$ cat src/rtl/bcd_pkg.sv
// Shared constants, state encoding and digit helper for the BCD-to-binary converter.
package bcd_pkg;

   typedef enum logic [1:0] {IDLE, CHECK, SHIFT, DONE} state_t;

   localparam int BCD_DIGITS = 4;
   localparam int BIN_W      = 14;
   localparam int ITER_CNT   = 14;
   localparam int MAX_DIGIT  = 9;
   localparam int WORK_W     = BCD_DIGITS * 4 + BIN_W;

   function automatic logic digit_bad(input logic [3:0] d);
      return d > 4'(MAX_DIGIT);
   endfunction

endpackage

$ cat src/rtl/bcd_digit_adj.sv
// Reverse double-dabble correction for one BCD field: subtract 3 when the field is 8 or more.
module bcd_digit_adj (
   input  logic [3:0] digit,
   output logic [3:0] adj
);

   assign adj = (digit >= 4'd8) ? digit - 4'd3 : digit;

endmodule

$ cat src/rtl/bcd_to_bin_seq.sv
// Sequential 4-digit BCD to 14-bit binary converter using reverse double-dabble,
// one shift per clock, with digit validity check before shifting.
module bcd_to_bin_seq
   import bcd_pkg::*;
(
   input  logic              clk,
   input  logic              rst,
   input  logic              start,
   input  logic [3:0]        bcd3,
   input  logic [3:0]        bcd2,
   input  logic [3:0]        bcd1,
   input  logic [3:0]        bcd0,
   output logic              ready,
   output logic              busy,
   output logic              done,
   output logic              err,
   output logic [BIN_W-1:0]  bin
);

   state_t            state;
   logic [3:0]        cnt;
   logic [WORK_W-1:0] work;
   logic [WORK_W-1:0] shifted;
   logic [WORK_W-1:0] next_work;

   assign shifted              = work >> 1;
   assign next_work[BIN_W-1:0] = shifted[BIN_W-1:0];

   // BCD fields sit above the binary accumulator; each is corrected after the shift.
   for (genvar d = 0; d < BCD_DIGITS; d++) begin : g_adj
      bcd_digit_adj u_adj (
         .digit (shifted[BIN_W + 4*d +: 4]),
         .adj   (next_work[BIN_W + 4*d +: 4])
      );
   end

   always_ff @(posedge clk) begin
      if (rst) begin
         state <= IDLE;
         cnt   <= '0;
         work  <= '0;
         bin   <= '0;
         err   <= 1'b0;
         done  <= 1'b0;
         busy  <= 1'b0;
         ready <= 1'b1;
      end else begin
         done <= 1'b0;
         case (state)
            IDLE: begin
               if (start) begin
                  work  <= {bcd3, bcd2, bcd1, bcd0, {BIN_W{1'b0}}};
                  err   <= 1'b0;
                  bin   <= '0;
                  ready <= 1'b0;
                  busy  <= 1'b1;
                  state <= CHECK;
               end
            end
            CHECK: begin
               if (digit_bad(work[29:26]) || digit_bad(work[25:22]) ||
                   digit_bad(work[21:18]) || digit_bad(work[17:14])) begin
                  err   <= 1'b1;
                  busy  <= 1'b0;
                  done  <= 1'b1;
                  state <= DONE;
               end else begin
                  cnt   <= '0;
                  state <= SHIFT;
               end
            end
            SHIFT: begin
               work <= next_work;
               if (cnt == 4'(ITER_CNT - 1)) begin
                  bin   <= next_work[BIN_W-1:0];
                  busy  <= 1'b0;
                  done  <= 1'b1;
                  state <= DONE;
               end else begin
                  cnt <= cnt + 4'd1;
               end
            end
            DONE: begin
               ready <= 1'b1;
               state <= IDLE;
            end
            default: begin
               busy  <= 1'b0;
               ready <= 1'b1;
               state <= IDLE;
            end
         endcase
      end
   end

endmodule
$ cat config.mk
export PLATFORM = sky130hd
export DESIGN_NAME = bcd_to_bin_seq
export DESIGN_NICKNAME = d
export VERILOG_FILES = /design/src/rtl/bcd_pkg.sv /design/src/rtl/bcd_digit_adj.sv /design/src/rtl/bcd_to_bin_seq.sv
export SDC_FILE = /design/constraint.sdc
export NUM_CORES = 1
export LEC_CHECK = 0
export BUFFER_PORTS_ARGS = -buffer_cell sky130_fd_sc_hd__buf_4
export CAP_MARGIN = 0
export CELL_PAD_IN_SITES_DETAIL_PLACEMENT = 1
export CELL_PAD_IN_SITES_GLOBAL_PLACEMENT = 1
export CORE_MARGIN = 2
export CORE_UTILIZATION = 30
export DETAILED_ROUTE_END_ITERATION = 10
export MAX_ROUTING_LAYER = met4
export PLACE_DENSITY_LB_ADDON = 0.12
export SETUP_SLACK_MARGIN = 0.5
export SLEW_MARGIN = 20
export SYNTH_ARGS = -nofsm -noshare
export SYNTH_HDL_FRONTEND = slang
export SYNTH_SLANG_ARGS = --single-unit
$ cat constraint.sdc
create_clock -name clk -period 2.1 [get_ports clk]
set_clock_uncertainty 0.05 [all_clocks]
set_input_delay 0.42 -clock clk [delete_from_list [all_inputs] [get_ports clk]]
set_output_delay 0.42 -clock clk [all_outputs]
set_load 0.01 [all_outputs]
# After elaboration in Yosys (flattened, before gate mapping)

Cells that the tools add are included.

Register bits after elaboration: 54
Output and inout port bits: 18
Logic and storage cells: 73

$add $sub $neg: 5
$lt $le $gt $ge: 8
Equality and inequality tests: 9
Multiplexer cells: 27
Reduce and logical (&&, ||, !) cells: 16

Operators with widths:

| cell                  | count |
|---|---|
| $pmux W30 S2          | 1 |
| $mux W30              | 1 |
| $mux W14              | 2 |
| $pmux W14 S2          | 1 |
| $mux W4               | 6 |
| $gt A4 B4 Y1 const B  | 4 |
| $ge A4 B4 Y1 const B  | 3 |
| $sub A4 B2 Y4 const B | 3 |
| $ne A2 B2 Y1 const B  | 5 |
| $reduce_and A3 Y1     | 3 |
| $mux W1               | 8 |
| $pmux W2 S4           | 1 |
| $pmux W4 S2           | 1 |
| $reduce_bool A2 Y1    | 4 |
| $pmux W1 S2           | 3 |
| $reduce_and A2 Y1     | 3 |
| $add A4 B1 Y4 const B | 1 |
| $eq A2 B2 Y1 const B  | 2 |
| $eq A4 B4 Y1 const B  | 1 |
| $ge A3 B4 Y1 const B  | 1 |
| $mux W2               | 2 |
| $reduce_and A4 Y1     | 1 |
| $sub A3 B2 Y4 const B | 1 |
| $logic_or A1 B1 Y1    | 3 |
| other kinds (4)       | 4 |

# Depth between registers and ports, before layout

Word-level depth: 6
Gate-level depth with buffers: 8

# Cells and area by module

A second synthesis with hierarchy kept.

Cells, all modules: 281
Area, all modules: 2547.4 um^2

By module, submodules not included:

| module         | instances | cells each | area each (um^2) |
|---|---|---|---|
| bcd_to_bin_seq | 1         | 237        | 2242.2 |
| bcd_digit_adj  | 4         | 11         | 76.3 |

# Least setup slack after synthesis

OpenSTA, ideal clock, no wires.

Path kind: flip-flop to flip-flop
From: reg state[0]
To: reg cnt[3]
Library setup time: 0.088 ns
Arrival time: 1.700 ns
Data required time: 1.962 ns
Setup slack: 0.262 ns
Stages on the path, launching flop included: 6
Period minus slack after synthesis: 1.838 ns
Cells stage by stage: dfxtp_1 -> inv_1 -> ha_1 -> or2b_2 -> or4_4 -> o32ai_2

Word-level cells in the longest chain between the ends: 3
Elaborated cells on any way between the ends: 7
Classes of those cells: eq/ne (4); mux (1); reduce/logical (2)

Ends and longest elaborated chain:

| what                                                         | line                 | source |
|---|---|---|
| start, declared                                              | bcd_to_bin_seq.sv:20 | `state_t state;` |
| start signal, assigned                                       | bcd_to_bin_seq.sv:39 | `state <= IDLE;` |
| start signal, assigned                                       | bcd_to_bin_seq.sv:57 | `state <= CHECK;` |
| start signal, assigned                                       | bcd_to_bin_seq.sv:66 | `state <= DONE;` |
| $eq A2 B2 Y1 or $eq A2 B1 Y1 (tied branches)                 | bcd_to_bin_seq.sv:49 | `case (state)` |
| $ne A2 B2 Y1 (no line) or $reduce_bool A2 Y1 (tied branches) | -                    |  |
| $reduce_and A3 Y1 (no line)                                  | -                    |  |
| end signal, assigned                                         | bcd_to_bin_seq.sv:80 | `cnt <= cnt + 4'd1;` |
| end, declared                                                | bcd_to_bin_seq.sv:21 | `logic [3:0] cnt;` |

Several ways; a longest one is shown, not always the timed one.
A chain may end at the register's enable or synchronous reset.

# Final worst setup path

From: reg state[1]
To: reg cnt[3]

The elaborated chain is that of the path after synthesis.

==> reports/summary.txt <==
status = completed
FP Rows = 33
Final Max Tran Viols = 0
max_slew headroom = 0.616
GPL Wtd Cong = 0.748
Endpoint, Worst Hold = done
Cell Area, Synth = 2470 µm²
antenna violations before repair = 0
share of cells above drive strength 1 = 0.286
hold depth = 3
Post-synth EDFFs = 0
Seq cells post-synth = 53
Hold Slack = 0.309 ns
Root Driver = clkbuf_8
largest net degree at the start of global routing = 54
static leakage = 1.19 nW
critical path cell sequence = inv_4 > ha_4 > or2b_4 > or4_4 > o32ai_2
Max Freq = 565 MHz
Post-Route Setup TNS = 0 ns
drt drc = 0
DIE HEIGHT = 94.8 µm
critical path endpoint category = register
fill cell count = 969
Crit path largest cell delay = 0.46 ns
core area = 8090 µm²
ys flop type = dfxtp_1
FF-to-FF Start = state[1]
worst r2r path cells = 5
first-pass GRT wire length = 9.96 mm
final hold vios = 0
pwr dens = 1180 nW/µm²
hpwl dp = 3.96 mm
TritonCTS clock tree = done
Post-Synthesis Cells = 273
H-tree depth = 2
DR pass1 iterations = 4
worst-margin pin slew = 0.576 ns
min-delay src = rst
unrepaired setup endpoints after global routing = yes
R2R Setup Slk = 0.33 ns
GRT Total Usage = 0.145
clock buffer depth = 2
Die Wd = 94.8 µm
CP Launch Type = register
total clock sinks = 53
count leader, synth = nor2_1
clock-pin slew on the worst setup and hold paths = 0.10 ns
Worst-Skew Late Latency = 0.32 ns
kind of critical path = reg -> reg
register area share after synthesis = 0.429
ys async rst share = 0
Via-to-Cell Ratio = 4.93
final setup margin = 0.329 ns
Final setup viols = 0
Post-Layout Cell Count = 420
Final Net Count = 346
Final ANT Viol Nets = 0
routed len/inst = 14.7 µm
Final Critical Period = 1.77 ns
Antenna Cells = 0
Mapped Nets = 305
Hold Buf Count CTS = 0
final worst path period share = 0.843
Reg-to-Reg End = cnt[3]
io pins = 37
worst hold path class = in -> reg
vias in the first global route = 1999
Via Count = 2071
crit path from = state[1]
pre-CTS WS = 0.208 ns
slowest cell on the critical path = or4_4
post-synth top area cell = dfxtp_1
area share of the largest cell type after synthesis = 0.429
Arr. time, crit path = 1.95 ns
dpl cells = 404
total CTS buffers = 5
library cells used by synthesis = 39
DIE AREA = 8980 µm²
most instantiated cells after synthesis = nor2_1, dfxtp_1, a22oi_1
Initial Util = 0.305
Worst EP required = 2.28 ns
PortBufs = 36
grt total ovfl = 0
critical path fanouts, max = 4
worst vdd ir = 0.369 mV
ranking of synthesized cells by area = dfxtp_1, nor2_1, a22oi_1
Warnings, synthesis = 0
drt first-iter violations = 62
aggregate routed wire length = 6.18 mm
Area growth syn-to-layout = 26.0%
Avg Inst Size Synth = 9.05 µm²
Max-cap violations = 0
-- cells by family (layout without fill, tap and decap cells) --
group	after synthesis	count (layout)	synth area share
simple gates	81	81	0.147
compound gates	76	76	0.225
flops	53	53	0.429
buf+inv	30	72	0.0542
mux	14	14	0.0577
fa+ha+maj	13	13	0.0658
xor+xnor	6	6	0.0213
-- layout make-up --
type | instances | area [µm²] | share of cell area
clock buffers | 5 | 68.8 | 0.0221
clock inverters | 3 | 26.3 | 0.00844
inverters | 13 | 51.3 | 0.0165
multi-input cells | 190 | 1340 | 0.430
flip-flops and latches | 53 | 1070 | 0.344
well taps | 105 | 131 | 0.0422
repair buffers | 51 | 424 | 0.136
-- worst max path at each step --
stage               slack (ns)  endpoint  depth (start not counted)
finish                    0.33    cnt[3]                          5
global route              0.29    cnt[3]                          5
CTS                       0.32    cnt[3]                          5
detailed placement        0.21    cnt[1]                          6
global placement          0.26    cnt[1]                          6
floorplan                 0.37    cnt[2]                          5
-- state kept, by name (all words and copies together) (netlist names) --
| name | cells |
|---|---|
| work | 29 |
| bin | 14 |
| ready | 1 |
| done | 1 |
| err | 1 |
| state | 2 |
| busy | 1 |
| cnt | 4 |
-- cell usage in the layout (no fill, tap or decap), types with 5 or more instances in the layout --
cell      synthesis  layout
a22oi_1          27      27
a211oi_1         14      14
a21oi_1          18      18
inv_1            13      10
xnor2_1           6       6
clkbuf_8          0       5
o21ai_2           4       5
nor2_1           55      55
mux2i_1          12      10
dfxtp_1          53      48
ha_1             13      11
nand2_1           7       7
buf_4             0      46
-- metal layers --
layer	GRT usage	share of wire	vias to the layer above
met1	0.188	0.49	993
li1	-	-	1037
met3	0.0255	0.033	8
met5	-	0	-
met2	0.230	0.46	33
met4	0.0447	0.012	0
-- critical path: cells and delay by family, from the launching register on --
| family | cells | cell delay [ns] |
|---|---|---|
| compound gates | 1 | 0.21 |
| fa+ha+maj | 1 | 0.27 |
| buf+inv | 1 | 0.05 |
| flops | 1 | 0.39 |
| simple gates | 2 | 0.72 |
-- where the power goes --
part           total, mW  internal (mW)  leakage, nW  switching (mW)
Combinational       1.69          0.810        0.711           0.877
Clock              0.632          0.249       0.0495           0.383
Sequential          1.34           1.16        0.433           0.179
Total               3.66           2.22         1.19            1.44
-- what timing repair did --
item / CTS / global route
endpoints found under the setup margin: 42 / 45
pin swaps: 4 / 0
setup buffers: 6 / 1
gates cloned: 0 / 1
gates resized for setup: 13 / 6
hold endpoints to repair: 0 / 0
-- per-stage QoR --
| stage | total power [mW] | util | area [µm²] |
|---|---|---|---|
| floorplan | 2.43 | - | 2530 |
| global placement | 2.81 | 0.358 | 2890 |
| detailed placement | 2.84 | 0.358 | 2890 |
| CTS | 3.60 | 0.378 | 3060 |
| global route | 3.94 | 0.385 | 3110 |
| finish | 3.66 | 0.385 | 3110 |
No activity file was read; power rests on OpenSTA's default activity.
